`config.mk`:
```
export PLATFORM = sky130hd
export DESIGN_NAME = pc_unit
export DESIGN_NICKNAME = d
export VERILOG_FILES = /design/src/rtl/pc_pkg.sv /design/src/rtl/pc_ras.sv /design/src/rtl/pc_unit.sv
export SDC_FILE = /design/constraint.sdc
export NUM_CORES = 1
export LEC_CHECK = 0
export CAP_MARGIN = 15
export CORE_MARGIN = 4
export CORE_UTILIZATION = 37
export CTS_BUF_LIST = sky130_fd_sc_hd__clkbuf_16
export DETAILED_ROUTE_END_ITERATION = 6
export PLACE_DENSITY = 0.8
export SLEW_MARGIN = 20
export SYNTH_ARGS = -nofsm -noshare
export SYNTH_HDL_FRONTEND = slang
export SYNTH_SLANG_ARGS = --single-unit
```
`constraint.sdc`:
```
create_clock -name clk -period 2.6 [get_ports clk]
set_input_delay 0.52 -clock clk [delete_from_list [all_inputs] [get_ports clk]]
set_output_delay 0.52 -clock clk [all_outputs]
set_load 0.05 [all_outputs]
```
`src/rtl/pc_pkg.sv`:
```
// Shared types and default vectors for the fetch-stage program counter.
package pc_pkg;

  // Redirect classes; the numeric order is the priority used for buffering.
  typedef enum logic [1:0] {
    ClsNone    = 2'd0,
    ClsJump    = 2'd1,
    ClsMispred = 2'd2,
    ClsExc     = 2'd3
  } redir_cls_e;

  localparam int unsigned DefAw = 30;

  // Word addresses (byte 0x0000_3034 and 0x0000_4180).
  localparam logic [DefAw-1:0] DefResetVec = 30'h0000_0C0D;
  localparam logic [DefAw-1:0] DefExcVec   = 30'h0000_1060;

endpackage

```
`src/rtl/pc_ras.sv`:
```
// Return-address stack: circular buffer with saturating count.
// Push on full overwrites the oldest entry; pop on empty is ignored.
// Pop and push together replace the top entry without changing the count.
module pc_ras #(
  parameter int unsigned Depth = 4,
  parameter int unsigned Width = 30
) (
  input  logic             clk,
  input  logic             rst,
  input  logic             push,
  input  logic             pop,
  input  logic             clear,
  input  logic [Width-1:0] push_data,
  output logic [Width-1:0] top,
  output logic             empty,
  output logic             full
);

  localparam int unsigned PtrW = (Depth > 1) ? $clog2(Depth) : 1;
  localparam int unsigned CntW = $clog2(Depth + 1);

  logic [Width-1:0] mem_q [Depth];
  logic [PtrW-1:0]  top_q;
  logic [CntW-1:0]  cnt_q;
  logic             pop_eff;
  logic [PtrW-1:0]  wr_ptr;
  logic             wr_en;

  assign empty   = (cnt_q == '0);
  assign full    = (cnt_q == CntW'(Depth));
  assign top     = mem_q[top_q];
  assign pop_eff = pop & ~empty;

  // Write slot: replace top on pop+push, otherwise the slot above top (wraps modulo Depth).
  always_comb begin
    wr_en  = push & ~clear & ~rst;
    wr_ptr = pop_eff ? top_q : top_q + 1'b1;
  end

  // Pointer and occupancy; clear wins over push and pop.
  always_ff @(posedge clk) begin
    if (rst || clear) begin
      top_q <= '0;
      cnt_q <= '0;
    end else if (push && pop_eff) begin
      top_q <= top_q;
      cnt_q <= cnt_q;
    end else if (push) begin
      top_q <= top_q + 1'b1;
      if (!full) begin
        cnt_q <= cnt_q + 1'b1;
      end
    end else if (pop_eff) begin
      top_q <= top_q - 1'b1;
      cnt_q <= cnt_q - 1'b1;
    end
  end

  // Entry storage; contents are meaningless while count is zero, so no reset.
  always_ff @(posedge clk) begin
    if (wr_en) begin
      mem_q[wr_ptr] <= push_data;
    end
  end

endmodule

```
`src/rtl/pc_unit.sv`:
```
// Fetch-stage program counter with prioritised next-PC selection and a
// one-entry redirect buffer that holds redirects arriving during a stall.
// Optional return-address stack enabled by defining PC_RAS_EN.
module pc_unit
  import pc_pkg::*;
#(
  parameter int unsigned    AW        = 30,
  parameter logic [AW-1:0]  RESET_VEC = AW'(DefResetVec),
  parameter logic [AW-1:0]  EXC_VEC   = AW'(DefExcVec),
  parameter int unsigned    RAS_DEPTH = 4
) (
  input  logic          clk,
  input  logic          rst,
  input  logic          stall,
  input  logic          exc_valid,
  input  logic          mispred_valid,
  input  logic [AW-1:0] mispred_pc,
  input  logic          jump_valid,
  input  logic [AW-1:0] jump_pc,
  input  logic [AW-1:0] predict_pc,
  input  logic          call_valid,
  input  logic [AW-1:0] call_ret_pc,
  input  logic          ret_valid,
  output logic [AW-1:0] pc_out,
  output logic          pc_valid,
  output logic          redirect_pending
);

  logic [AW-1:0] pc_q, pc_d;
  logic          valid_q;
  redir_cls_e    pend_cls_q, pend_cls_d;
  logic [AW-1:0] pend_tgt_q, pend_tgt_d;

  redir_cls_e    req_cls;
  logic [AW-1:0] req_tgt;
  logic          req_wins;
  logic          redir_taken;
  logic          use_ret;
  logic          ras_clear;
  logic          ret_hit;
  logic [AW-1:0] ras_top;

  // Highest-priority redirect presented this cycle.
  always_comb begin
    req_cls = ClsNone;
    req_tgt = '0;
    if (exc_valid) begin
      req_cls = ClsExc;
      req_tgt = EXC_VEC;
    end else if (mispred_valid) begin
      req_cls = ClsMispred;
      req_tgt = mispred_pc;
    end else if (jump_valid) begin
      req_cls = ClsJump;
      req_tgt = jump_pc;
    end
  end

  // A new redirect beats the buffered one when its class is at least as high.
  assign req_wins = (req_cls != ClsNone) && (req_cls >= pend_cls_q);

  // Next-PC and redirect-buffer selection.
  always_comb begin
    pc_d        = pc_q;
    pend_cls_d  = pend_cls_q;
    pend_tgt_d  = pend_tgt_q;
    redir_taken = 1'b0;
    use_ret     = 1'b0;
    if (stall) begin
      if (req_wins) begin
        pend_cls_d  = req_cls;
        pend_tgt_d  = req_tgt;
        redir_taken = 1'b1;
      end
    end else begin
      pend_cls_d = ClsNone;
      if (req_wins) begin
        pc_d        = req_tgt;
        redir_taken = 1'b1;
      end else if (pend_cls_q != ClsNone) begin
        pc_d = pend_tgt_q;
      end else if (ret_hit) begin
        pc_d    = ras_top;
        use_ret = 1'b1;
      end else begin
        pc_d = predict_pc;
      end
    end
  end

  // Exceptions and mispredicts invalidate speculative call history.
  assign ras_clear = redir_taken && (req_cls >= ClsMispred);

`ifdef PC_RAS_EN
  logic ras_empty;
  logic ras_full;
  logic unused_ras_full;

  assign ret_hit         = ret_valid & ~ras_empty;
  assign unused_ras_full = ras_full;

  pc_ras #(
    .Depth (RAS_DEPTH),
    .Width (AW)
  ) u_ras (
    .clk       (clk),
    .rst       (rst),
    .push      (call_valid & ~stall),
    .pop       (use_ret),
    .clear     (ras_clear),
    .push_data (call_ret_pc),
    .top       (ras_top),
    .empty     (ras_empty),
    .full      (ras_full)
  );
`else
  logic unused_ras;

  assign ret_hit    = 1'b0;
  assign ras_top    = '0;
  assign unused_ras = ^{call_valid, call_ret_pc, ret_valid, use_ret, ras_clear};
`endif

  // Registered PC state; reset overrides stall and all redirects.
  always_ff @(posedge clk) begin
    if (rst) begin
      pc_q       <= RESET_VEC;
      valid_q    <= 1'b0;
      pend_cls_q <= ClsNone;
      pend_tgt_q <= '0;
    end else begin
      pc_q       <= pc_d;
      valid_q    <= 1'b1;
      pend_cls_q <= pend_cls_d;
      pend_tgt_q <= pend_tgt_d;
    end
  end

  assign pc_out           = pc_q;
  assign pc_valid         = valid_q;
  assign redirect_pending = (pend_cls_q != ClsNone);

endmodule
```
* Word-level counts from Yosys, hierarchy flattened
Cells that the tools add are included.
W data, S select, Z words.
** Cells by class
- Magnitude comparators :: 1
- Muxes and demuxes :: 9
- Bitwise operators :: 1
- Reductions and logical operators :: 5
** Operators by type and width (count)
- $mux W30 :: 5
- $mux W2 :: 2
- $reduce_bool A2 Y1 :: 2
- $ge A2 B2 Y1 :: 1
- $mux W1 :: 2
- $reduce_and A2 Y1 :: 1
- $reduce_or A2 Y1 :: 1
- $logic_and A1 B1 Y1 :: 1
- $not A1 Y1 :: 1
** Word-level totals
- Flip-flop bits (word level) :: 63
- Input port bits :: 128
- Output and inout port bits :: 32
- Logic and storage cells :: 20

* Longest topological paths before layout
Gate-level depths: netlist of the first run.
- Word-level depth :: 6
- Mapped depth :: 10
- Depth with buffers taken out :: 7

* Least setup slack after synthesis of the first run
OpenSTA, ideal clock, no wires.
- Kind :: input port to flip-flop
- Start point :: in mispred_valid
- End point :: reg pc_q[19] (netlist: pc_out[19])
- Library setup time :: 0.117 ns
- Arrival time :: 2.314 ns
- Required time :: 2.483 ns
- Setup slack :: 0.168 ns
- Stages on the path :: 9
- Path buffers :: 2
- Cell sequence :: inv_1 clkbuf_1 a21oi_1 ha_1 nand2b_1 a21oi_2 buf_2 o221ai_1 a32o_1
** On the way
- Cells in the longest elaborated chain, start to end :: 5
- Elaborated cells on any way between the ends :: 8
- Those cells by class :: order compare (1); mux (5); reduce/logical (2)
** RTL lines
- start, declared :: line pc_unit.sv:16 : input logic mispred_valid,
- $mux W2 :: line pc_unit.sv:50 : end else if (mispred_valid) begin
- $mux W2 :: line pc_unit.sv:47 : if (exc_valid) begin
- $ge A2 B2 Y1 or $reduce_bool A2 Y1 (tied branches) :: line pc_unit.sv:60 : assign req_wins = (req_cls != ClsNone) && (req_cls >= pend_cls_q);
- $logic_and A1 B1 Y1 :: line pc_unit.sv:60
- $mux W30 * :: line pc_unit.sv:77 : if (req_wins) begin
- end signal, assigned :: line pc_unit.sv:132 : pc_q <= pc_d;
- end, declared :: line pc_unit.sv:29 : logic [AW-1:0] pc_q, pc_d;
Mark *: on every way between the ends. The rest lies on a longest branch, timed or not.
A chain may end at the register's enable or synchronous reset.

* Worst setup path after layout of the first run
- Start point :: in exc_valid
- End point :: reg pend_tgt_q[1]
** On the way
- Cells in the longest elaborated chain, start to end :: 4
- Elaborated cells on any way between the ends :: 6
- Those cells by class :: order compare (1); mux (2); reduce/logical (3)
** RTL lines
- start, declared :: line pc_unit.sv:15 : input logic exc_valid,
- $mux W2 :: line pc_unit.sv:47
- $ge A2 B2 Y1 or $reduce_bool A2 Y1 (tied branches) :: line pc_unit.sv:60
- $logic_and A1 B1 Y1 :: line pc_unit.sv:60
- $reduce_and A2 Y1 (no line)
- end signal, assigned :: line pc_unit.sv:135 : pend_tgt_q <= pend_tgt_d;
- end, declared :: line pc_unit.sv:32 : logic [AW-1:0] pend_tgt_q, pend_tgt_d;
Parallel ways exist; a longest one is shown, timed or not.

==> results of run 1 <==
-- power by group through the flow --
stage | registers, W | clock network (W) | logic [W]
after floorplan | 0.00123 | 0 | 0.000335
after global placement | 0.00110 | 0 | 0.000825
after detailed placement | 0.00110 | 0 | 0.000842
after CTS | 0.00108 | 0.00115 | 0.000846
after global routing | 0.00109 | 0.00120 | 0.000903
final | 0.00108 | 0.00114 | 0.000847
-- cells in the mapped netlist, drive strengths merged --
library cell  instances
nand4                12
clkbuf               27
o31a                  3
nor2                 15
nand2b                1
o221a                 3
a221oi               19
nor3                  1
o22ai                 3
mux2                  6
nand2                50
a21o                  1
dfxtp                63
ha                    2
o31ai                11
o311ai                4
a32oi                 2
nor2b                 1
mux2i                 3
buf                  16
a31oi                 3
clkinv                2
or2b                  1
o21a                  2
a221o                 2
a32o                 25
a21oi                14
o21ai                 5
a311oi                3
a21boi                1
inv                  24
or3                   4
nand3                 4
o221ai               38
-- how the worst min path moves through the flow --
stage,from,end,slack [ns],cells past startpoint
floorplan,pend_tgt_q[17]$_SDFFE_PP0P_,pend_tgt_q[17]$_SDFFE_PP0P_,0.45,2
global placement,pc_out[20]$_SDFFE_PP0N_,pc_out[20]$_SDFFE_PP0N_,0.45,1
detailed placement,pc_out[21]$_SDFFE_PP0N_,pc_out[21]$_SDFFE_PP0N_,0.46,1
CTS,pend_tgt_q[26]$_SDFFE_PP0P_,pend_tgt_q[26]$_SDFFE_PP0P_,0.47,2
global route,pend_tgt_q[25]$_SDFFE_PP0P_,pend_tgt_q[25]$_SDFFE_PP0P_,0.49,2
finish,pc_out[24]$_SDFFE_PP0N_,pc_out[24]$_SDFFE_PP0N_,0.47,1
-- cell type report --
cell class / count / area [um^2] / area share
multi-input combinational: 239 / 1700 / 0.339
timing repair buffer: 157 / 1540 / 0.308
sequential: 63 / 1260 / 0.252
clock buffer: 9 / 225 / 0.0450
tap: 105 / 131 / 0.0262
inverter: 26 / 97.6 / 0.0195
clock inverter: 6 / 53.8 / 0.0107
-- registers in the layout (all words and copies together), names as in the netlist --
signal and count:
pend_cls_q 2, pend_tgt_q 30, pc_valid 1, pc_out 30
-- per-stage QoR --
step                cells  hold WS [ns]
floorplan             371         0.446
global placement      590         0.445
detailed placement    590         0.458
CTS                   605         0.471
global route          605         0.486
finish                605         0.469
-- critical path: stages --
cell	delay (ns)
clkdlybuf4s50_1	0.57
a21oi_1	0.09
ha_1	0.27
nand2b_1	0.18
a21oi_4	0.12
nor2_2	0.68
a221oi_1	0.21
-- metal layers --
| metal | global-route usage | wire length, um | vias to the layer above |
|---|---|---|---|
| li1 | - | - | 1706 |
| met1 | 0.280 | 4730 | 1733 |
| met2 | 0.367 | 5440 | 199 |
| met3 | 0.0572 | 1140 | 14 |
| met4 | 0.0511 | 102 | 0 |
| met5 | 0 | 0 | - |
-- cell families (layout without fill, tap and decap cells) --
logic type,Yosys count,count (layout)
buf+inv,69,198
flops,63,63
compound gates,139,139
mux,9,9
fa+ha+maj,2,2
simple gates,89,89
==> run metrics, run 1 <==
Max-slew headroom 0.409; synth warn 0; top post-synthesis cells by area dfxtp_1 (39%), o221ai_1 (10%), a32o_1 (7.8%); Clock Path Buffers 2; setup_tns 0 ns; Crit Path Max Fanout 19; kind of critical path in -> reg; simple-gate share of the synthesized area 0.123; Psw just over 0.0009 W; Final Power ~0.003 W; run status finished, final reports clean; hold crit path type reg -> reg; most frequent cells in the layout clkdlybuf4s50_1 (126), dfxtp_1 (63), nand2_1 (50), o221ai_1 (38), buf_4 (26); drt pass-1 iters 5; CTS Buf Count 9; average wire per standard cell between 15 and 20 um; Routed Antenna Nets 0; mux contribution to synthesized area 0.0303; switching share of power 0.299; Synth top area share 0.392; Clock Pin Slew Worst Setup and Hold Paths roughly 0.05 ns; die width approximately 100 um; Yosys top cell by area dfxtp_1; Fmax 402 MHz; GRT Util Overall 0.218; register area share after synthesis 0.392; fin nets ~630; FP Rows 33; Max Slew Vio Count 0; Die Area around 10000 um^2; Antenna Cells 0; initial antenna violation count 0; fin util 0.601; DR vias/cell slightly above 6; via count approximately 3700; sequential share of power 0.353; CTS root buf clkbuf_16; DRT iter0 DRCs 252; leakage power roughly 1.9 nW; R2R depth 5; RSZ-0062 raised after global routing false; syn nets around 500; final wirelength 11400 um; Die Span Y ~100 um; PD cells 611 nW/um^2; WP data required ~2.8 ns; GRT overflow 0; GPL Wtd Cong around 0.82; Cells after Synth 371; port bufs ~130; Fill cells about 750; Synth Area in Compound Gates 0.360; first-pass GRT wire length 17800 um; Synth Area per Inst between 8 and 9 um^2; adder-cell share of the synthesized area 0.00778; Clk Latency, worst-skew pair ~0.32 ns; Startpoint Class input port; P&R area growth vs syn 55.7%; Place WS -0.193 ns; Worst Max-Slew Pin Slew 0.886 ns; vias in the first global route between 3000 and 4000; crit path to pend_tgt_q[1]$_SDFFE_PP0P_; internal power 0.00215 W; largest net degree at the start of global routing 50; commonest non-fill, non-tap cell in the layout clkdlybuf4s50_1; reg2reg end pend_tgt_q[1]$_SDFFE_PP0P_; Ports 160; post-CTS setup buffers 0; Worst Skew 0.00383 ns; Fin. Hold Viols 0; share of cells above drive strength 1 0.118; dpl cell area between 4000 and 5000 um^2; Synth Area in XOR/XNOR 0; drt drc 0; clock share of power 0.371; DP HPWL approximately 7900 um; fin crit period 2.49 ns; worst r2r src pend_cls_q[0]$_SDFFE_PP0P_; Crit. End Element flip-flop; core area 8340 um^2; Syn Std Cell Area 3220 um^2; Max-Cap Viols 0; hold_buf cts 0; finished layout cell area between 5000 and 6000 um^2; H-tree levels 3; Crit. Startpoint exc_valid; CTS tree done; setup violators final 0; Worst Path Arrival 2.65 ns; r2r setup slk approximately 0.58 ns; quantity of gates resized following cts 0; Peak VDD IR roughly 0.44 mV; crit share post-route 0.957; Combinational Power Share 0.276; largest family of logic cells by synthesized area compound AO/OA/AOI/OAI gates; setup ws final 0.111 ns; Starting Density 0.386; post-synth cell types 38; Synth Register Bits 63; CTS Sinks 63
Note: power is estimated with default switching activity, not from simulation.
==> run 2, diff against run 1 <==
--- a/config.mk
+++ b/config.mk
@@ -8,7 +8,6 @@
 export CAP_MARGIN = 15
 export CORE_MARGIN = 4
 export CORE_UTILIZATION = 37
-export CTS_BUF_LIST = sky130_fd_sc_hd__clkbuf_16
 export DETAILED_ROUTE_END_ITERATION = 6
 export PLACE_DENSITY = 0.8
 export SLEW_MARGIN = 20
==> constraint.sdc (replaced) <==
create_clock -name clk -period 2.2 [get_ports clk]
set_input_delay 0.44 -clock clk [delete_from_list [all_inputs] [get_ports clk]]
set_output_delay 0.44 -clock clk [all_outputs]
set_load 0.05 [all_outputs]
==> run 2 against run 1 <==
Net effect: global-route usage decreased by 0.61 points; sequential cell count did not move; via count grew 1.4%; register-to-register slack got worse by 0.23 ns; clock-buffer cell count is 2 higher; design area increased by 3.8%; sequential share of layout area shrank 0.92 points; combinational power up 28%; sequential power up 19%; critical path type unchanged; critical endpoint is now pend_tgt_q[29]$_SDFFE_PP0P_; largest cell class unchanged.
==> run metrics, run 2 (synthesized netlist as in run 1, its figures left out) <==
run status finished, final reports clean; core area 8340 um^2 (unchanged); Fill cells 712 (-4.4%); Clk Latency, worst-skew pair 0.33 ns (about the same); Startpoint Class input port; Clock Path Buffers 2 (unchanged); setup ws final 0.00279 ns (-0.108 ns); Hold Startpoint pc_out[14]$_SDFFE_PP0N_; Worst Path Arrival 2.40 ns (-0.25 ns); setup_tns 0 ns (unchanged); fin nets 653 (+4.3%); Cells after DPL 614 (+4.1%); Starting Density 0.386 (unchanged); WP data required 2.41 ns (-0.35 ns); Max Slew Vio Count 0 (unchanged); setup violators final 0 (unchanged); GRT overflow 0 (unchanged); Crit. Startpoint mispred_valid; average wire per standard cell 18.2 um (-3.5%); drt drc 0 (unchanged); PD cells 645 nW/um^2 (+5.5%); H-tree levels 3 (unchanged); Max-slew headroom 0.630 (+0.220); Die Span Y 101 um (unchanged); Antenna Cells 0 (unchanged); Worst Max-Slew Pin Slew 0.554 ns (-0.332 ns); FP Rows 33 (unchanged); Peak VDD IR 0.285 mV (-35%); fin crit period around 2.2 ns; first-pass GRT wire length 17400 um (-2.5%); Place WS -0.391 ns (-0.198 ns); drt pass-1 iters 4 (-1); Largest delay share family, worst path compound AO/OA/AOI/OAI gates; crit share post-route 0.999; hold crit path type reg -> reg; CTS Sinks 63 (unchanged); CP max-delay cell clkdlybuf4s50_1; Clock Pin Slew Worst Setup and Hold Paths 0.07 ns (+0.02 ns); port bufs 127 (unchanged); RSZ-0062 raised after global routing true; worst r2r src pend_cls_q[1]$_SDFFE_PP0P_; Routed Antenna Nets 0 (unchanged); kind of critical path in -> reg; die width 101 um (unchanged); Ports 160 (unchanged); P&R area growth vs syn 61.6%; finished layout cell area 5200 um^2 (+3.8%); Crit. End Element flip-flop; commonest non-fill, non-tap cell in the layout clkdlybuf4s50_1; most frequent cells in the layout clkdlybuf4s50_1 (125), dfxtp_1 (63), buf_4 (52), nand2_1 (50), o221ai_1 (37); DRT iter0 DRCs 154 (-39%); largest net degree at the start of global routing 33 (-34%); Fin. Hold Viols 0 (unchanged); share of cells above drive strength 1 0.188 (+0.0699); worst path cell trace clkdlybuf4s50_1 -> inv_1 -> a21oi_2 -> ha_1 -> nand2b_4 -> a21oi_4 -> buf_4 -> nor2_4 -> a221oi_1; GPL Wtd Cong 0.865 (+4.8%); CTS root buf clkbuf_8; CTS tree done; via count 3703 (+1.4%); dpl cell area 4910 um^2 (+3.8%); number of buffers and inverters on the critical path 3 (+2); Die Area 10200 um^2 (unchanged); Worst Skew 0.00774 ns (+0.00390 ns); CP peak stage delay 0.48 ns (-0.20 ns); final wirelength 11500 um (+0.84%); Max-Cap Viols 0 (unchanged); Fmax approximately 460 MHz; Non-Filler Instances 632 (+4.5%); DR vias/cell 5.86 (-2.9%); CTS Buf Count 9 (unchanged); leakage power 1.99 nW (+6.3%); vias in the first global route 3730 (+4.5%); Crit Path Max Fanout 19 (unchanged); GRT Util Overall 0.212 (-0.00607); DP HPWL 8160 um (+3.8%); initial antenna violation count 0 (unchanged)
[run 2: worst paths after layout]
path	to	slack, ns	depth (start not counted)
setup reg to reg	pend_tgt_q[29]$_SDFFE_PP0P_	0.35	6
setup / recovery	pend_tgt_q[29]$_SDFFE_PP0P_	0.003	9
hold / removal	pc_out[14]$_SDFFE_PP0N_	0.47	1
hold reg to reg	pc_out[14]$_SDFFE_PP0N_	0.47	1
[run 2: metal layers]
| metal | global-route usage | up-vias | part of all wire |
|---|---|---|---|
| li1 | - | 1758 | - |
| met1 | 0.246 | 1740 | 0.40 |
| met2 | 0.374 | 180 | 0.50 |
| met3 | 0.0489 | 25 | 0.082 |
| met4 | 0.0869 | 0 | 0.018 |
| met5 | 0 | - | 0 |
[run 2: per-stage QoR]
step / total power (W) / hold slack (ns) / utilization
after detailed placement: 0.00233 / 0.458 / 0.589
after floorplan: 0.00186 / 0.446 / -
after global placement: 0.00230 / 0.447 / 0.589
after global routing: 0.00349 / 0.481 / 0.623
final: 0.00336 / 0.474 / 0.623
after CTS: 0.00334 / 0.475 / 0.614
[run 2: final cells by class]
class,instances,area [um^2],area share
Multi-Input combinational cell,239,1760,0.339
Timing Repair Buffer,184,1750,0.336
Sequential cell,63,1260,0.243
Clock inverter,4,45.0,0.00866
Clock buffer,11,151,0.0291
Tap cell,105,131,0.0253
Inverter,26,97.6,0.0188
[run 2: power breakdown]
group          switching [W]  internal, W
Sequential         0.0000454      0.00123
Clock               0.000428     0.000573
Combinational       0.000572     0.000505
Total                0.00104      0.00231
[run 2: timing repair]
item                                    in CTS  in global routing
cloned                                       0                  1
resized for setup                            6                 11
hold buffers                                 0                  0
buffers inserted                             0                  2
pin swaps                                    0                  2
endpoints found under the setup margin      28                 54
==> run 3, diff against run 2 <==
--- a/config.mk
+++ b/config.mk
@@ -9,6 +9,7 @@
 export CORE_MARGIN = 4
 export CORE_UTILIZATION = 37
 export DETAILED_ROUTE_END_ITERATION = 6
+export HOLD_SLACK_MARGIN = 0.1
 export PLACE_DENSITY = 0.8
 export SLEW_MARGIN = 20
 export SYNTH_ARGS = -nofsm -noshare
==> results of run 3 <==
The final DEF is identical to that of run 2; final timing and power are the same.
